==> src/rtl/sel_mux_skid.sv <==
// N:1 operand-select mux feeding a registered main entry backed by a one-deep skid entry.
// Valid/ready handshake on both sides; in_ready comes from registered state only.
module sel_mux_skid #(
  parameter int size   = 16,
  parameter int inputs = 3,
  parameter int sel_w  = (inputs > 1) ? $clog2(inputs) : 1
) (
  input  logic                     clk,
  input  logic                     rst,
  input  logic [inputs*size-1:0]   in_bus,
  input  logic [sel_w-1:0]         select,
  input  logic                     in_valid,
  output logic                     in_ready,
  input  logic                     flush,
  output logic [size-1:0]          out,
  output logic [sel_w-1:0]         out_sel,
  output logic                     out_err,
  output logic                     out_valid,
  input  logic                     out_ready
);

  logic [size-1:0]  in_arr [inputs];
  logic [size-1:0]  cap_data;
  logic             cap_err;

  logic [size-1:0]  main_data_reg;
  logic [sel_w-1:0] main_sel_reg;
  logic             main_err_reg;
  logic             main_valid_reg;
  logic [size-1:0]  skid_data_reg;
  logic [sel_w-1:0] skid_sel_reg;
  logic             skid_err_reg;
  logic             skid_valid_reg;

  logic             accept;
  logic             main_free;

  genvar gi;
  generate
    for (gi = 0; gi < inputs; gi++) begin : g_slice
      assign in_arr[gi] = in_bus[gi*size +: size];
    end
  endgenerate

  // An out-of-range select still produces an entry: zero data flagged as an error.
  always_comb begin
    cap_data = '0;
    cap_err  = 1'b1;
    for (int k = 0; k < inputs; k++) begin
      if (int'(select) == k) begin
        cap_data = in_arr[k];
        cap_err  = 1'b0;
      end
    end
  end

  assign accept    = in_valid && !skid_valid_reg;
  assign main_free = !main_valid_reg || out_ready;

  always_ff @(posedge clk) begin
    if (rst || flush) begin
      main_data_reg  <= '0;
      main_sel_reg   <= '0;
      main_err_reg   <= 1'b0;
      main_valid_reg <= 1'b0;
      skid_data_reg  <= '0;
      skid_sel_reg   <= '0;
      skid_err_reg   <= 1'b0;
      skid_valid_reg <= 1'b0;
    end else if (main_free) begin
      if (skid_valid_reg) begin
        main_data_reg  <= skid_data_reg;
        main_sel_reg   <= skid_sel_reg;
        main_err_reg   <= skid_err_reg;
        main_valid_reg <= 1'b1;
        skid_valid_reg <= 1'b0;
      end else if (accept) begin
        main_data_reg  <= cap_data;
        main_sel_reg   <= select;
        main_err_reg   <= cap_err;
        main_valid_reg <= 1'b1;
      end else begin
        main_valid_reg <= 1'b0;
      end
    end else if (accept) begin
      // Main is stalled: park the new operand so nothing is lost.
      skid_data_reg  <= cap_data;
      skid_sel_reg   <= select;
      skid_err_reg   <= cap_err;
      skid_valid_reg <= 1'b1;
    end
  end

  assign in_ready  = !skid_valid_reg;
  assign out       = main_data_reg;
  assign out_sel   = main_sel_reg;
  assign out_err   = main_err_reg;
  assign out_valid = main_valid_reg;

endmodule
==> config.mk <==
export PLATFORM = sky130hd
export DESIGN_NAME = sel_mux_skid
export DESIGN_NICKNAME = d
export VERILOG_FILES = /design/src/rtl/sel_mux_skid.sv
export SDC_FILE = /design/constraint.sdc
export NUM_CORES = 1
export LEC_CHECK = 0
export ABC_AREA = 0
export CELL_PAD_IN_SITES_DETAIL_PLACEMENT = 0
export CELL_PAD_IN_SITES_GLOBAL_PLACEMENT = 1
export CORE_ASPECT_RATIO = 1.4
export CORE_MARGIN = 1
export CORE_UTILIZATION = 30
export CTS_CLUSTER_DIAMETER = 50
export DETAILED_ROUTE_END_ITERATION = 12
export MAX_ROUTING_LAYER = met4
export PLACE_DENSITY_LB_ADDON = 0.1
export SYNTH_ARGS = -nofsm -noshare
export SYNTH_HDL_FRONTEND = slang
export SYNTH_SLANG_ARGS = --single-unit
==> constraint.sdc <==
create_clock -name clk -period 1.3 [get_ports clk]
set_input_delay 0.26 -clock clk [delete_from_list [all_inputs] [get_ports clk]]
set_output_delay 0.26 -clock clk [all_outputs]
set_load 0.005 [all_outputs]
==> metrics.txt <==
run status finished, final reports clean; global-route wire length before repair 9290 um; Max stage delay on crit path 380 ps; Logic pwr share 0.197; fin crit period 1220 ps; FF-to-FF End skid_data_reg[0]; CP Launch Type register; Worst Skew 9.30 ps; die span in y 101 um; clock tree sinks 40; crit path cell chain and4bb_4 -> clkbuf_16 -> o21ai_0 -> a21oi_1; # Max-Cap Violations 0; Least-Margin Pin Slew 252 ps; Slew headroom 0.827; core area 6660 um2; Antenna diodes 0; net switching power 658 uW; initial antenna violation count 0; layout cells sized above 1 0.207; CP Data Arrival Time 1450 ps; R2R depth 4; Total Wirelength 5840 um; Reg power frac 0.466; RSZ-0062 raised after global routing false; Synth area leader dfxtp_1; P per Cell Area 842 nW/um2; CTS tree done; Hold Buf Count CTS 0; Finished Layout Cells 396; CP endpoint kind register; Ports 76; nets@finish 359; Avg WL per Cell 14.7 um; post-synthesis compound-gate area fraction 0.305; Fmax 820 MHz; leakage power 0.00131 uW; sequential area share after synthesis 0.383; Adder-Cell Fraction of Synth Area 0; top-count cell post-synth dfxtp_1; IO buf count 75; post-DP HPWL 3970 um; M1 GR Usage 0.208; clk buf depth 2; Synthesis Warnings 0; Die X 72.5 um; final period utilization 0.938; die area 7310 um2; main combinational cell family by area after synthesis compound AO/OA/AOI/OAI gates; Post-Synth Simple-Gate Area 0.154; Worst EP required 1530 ps; Setup WS pre-CTS -378 ps; placed inst area 3080 um2; Min-Delay Path Depth 3; RR Startpoint skid_valid_reg; ranking of synthesized cells by area dfxtp_1 (38%), mux2i_1 (9.6%), nand3b_1 (5.7%), o211ai_1 (5.7%), o21a_1 (5.7%); CTS buffer count 5; DP Cell Count 388; GRT overflow 0; multiplexer share of the synthesized area 0.0958; hold worst-path end skid_sel_reg[1]; Unique masters post-synth 27; grt met2 use 0.280; Setup-failing EPs final 0; Root Buffer clkbuf_8; DRT antenna net count 0; design area 3220 um2; Slew Limit Fails 0; worst skew pair latency 300 ps; PnR worst setup slack 80.1 ps; Synth Register Bits 40; htree depth 2; Post-synth top cells dfxtp_1 (40), a21oi_1 (21), mux2i_1 (20); grt peak-use layer met2; HP Class primary input to register; Initial Util 0.314; prevailing post-synth register cell dfxtp_1; post-synth top area share 0.383; via/cell ratio 4.98; final hold vios 0; slowest cell on the critical path dfxtp_4; Clock transition at path regs 80 ps; Layout area overhead 54.3%; min-delay src select[1]; sw frac 0.242; vias in the first global route 1947; GPL Wtd Cong 0.697; proportion of power drawn by the clock network 0.337; xor/xnor share of the synthesized area 0; asr flop ratio synth 0; DRT Pass-1 Iters 4; GR Layer Usage met3 0.0270; Total GRT Usage 0.171; crit path max fanout 17; internal power 2060 uW; Post-Syn Nets 275; CP startpoint skid_valid_reg; DR vias 1973; Cells after Synth 220; Max VDD drop 377 uV; Post-synth EDFFs 0; Starting DRT DRC Count 77; largest net degree at the start of global routing 35; Mapped Area 2090 um2; drt drc 0; crit path kind register to register; FP Rows 35; Syn Area/Cell 9.50 um2; reg2reg setup slack 80 ps
-- worst max-delay path by stage --
stage / end / depth (start not counted)
2_1_floorplan: out[7] / 5
3_3_place_gp: out[10] / 5
3_5_place_dp: out[13] / 5
4_1_cts: in_ready / 2
5_1_grt: skid_data_reg[3] / 4
6_report: skid_data_reg[0] / 4
-- cell usage in the layout (no fill, tap or decap), types with 2 or more instances in the layout --
cell | synthesis | final
a21oi_1 | 21 | 21
a311oi_1 | 2 | 2
a32o_1 | 8 | 8
a32o_2 | 8 | 8
buf_12 | 0 | 6
buf_2 | 6 | 2
buf_4 | 2 | 16
buf_6 | 3 | 2
clkbuf_8 | 0 | 7
clkdlybuf4s50_1 | 0 | 48
dfxtp_1 | 40 | 27
dfxtp_2 | 0 | 12
dlygate4sd2_1 | 0 | 21
dlymetal6s2s_1 | 0 | 3
mux2i_1 | 20 | 20
nand2b_1 | 17 | 17
nand3b_1 | 16 | 16
nor2_1 | 4 | 3
nor3_1 | 2 | 2
o211ai_1 | 16 | 16
o21a_1 | 16 | 16
o21ai_0 | 16 | 16
-- power by group through the flow --
stage / Clock [uW] / Sequential [uW] / Combinational [uW]
after floorplan: 0 / 1290 / 246
after global placement: 0 / 1290 / 544
after detailed placement: 0 / 1290 / 545
after CTS: 928 / 1260 / 539
after global routing: 976 / 1270 / 584
final: 914 / 1260 / 536
-- logic make-up (layout without fill, tap and decap cells) --
kind of cell / count (synthesis) / count (layout)
muxes: 20 / 20
DFF: 40 / 40
and+or+nand+nor: 47 / 47
AOI/OAI and AO/OA: 89 / 89
buffers and inverters: 24 / 108
-- layout make-up --
type,instances,area [um2]
well taps,92,115
repair buffers,100,1010
multi-input cells,156,1180
clock buffers,7,96.3
flip-flops and latches,40,820
inverters,1,6.26
fillers,649,3430
-- per-stage QoR --
step / hold WS, ps / util / setup TNS [ps] / total power, uW
2_1_floorplan: 447 / - / 0 / 1540
3_3_place_gp: 451 / 0.462 / -11650 / 1840
3_5_place_dp: 459 / 0.462 / -11950 / 1840
4_1_cts: 344 / 0.478 / 0 / 2730
5_1_grt: 362 / 0.484 / 0 / 2830
6_report: 351 / 0.484 / 0 / 2710
-- timing repair --
item,in CTS,in global routing
pin swaps,2,4
endpoints found under the setup margin,38,37
resized for setup,41,9
buffers inserted,1,0
gates cloned,0,1
endpoints found under the hold margin,0,0
-- critical path, delay by kind of cell (launching register included) --
family | cells | cell delay [ps]
and+or+nand+nor | 1 | 380
AOI/OAI and AO/OA | 2 | 200
buffers and inverters | 1 | 200
DFF | 1 | 380
-- per-layer routing --
| metal | routed length, um | vias up |
|---|---|---|
| met2 | 2770 | 64 |
| li1 | - | 1000 |
| met4 | 65 | 0 |
| met1 | 2750 | 903 |
| met5 | 0 | - |
| met3 | 251 | 6 |
(Power assumes the default switching activity.)
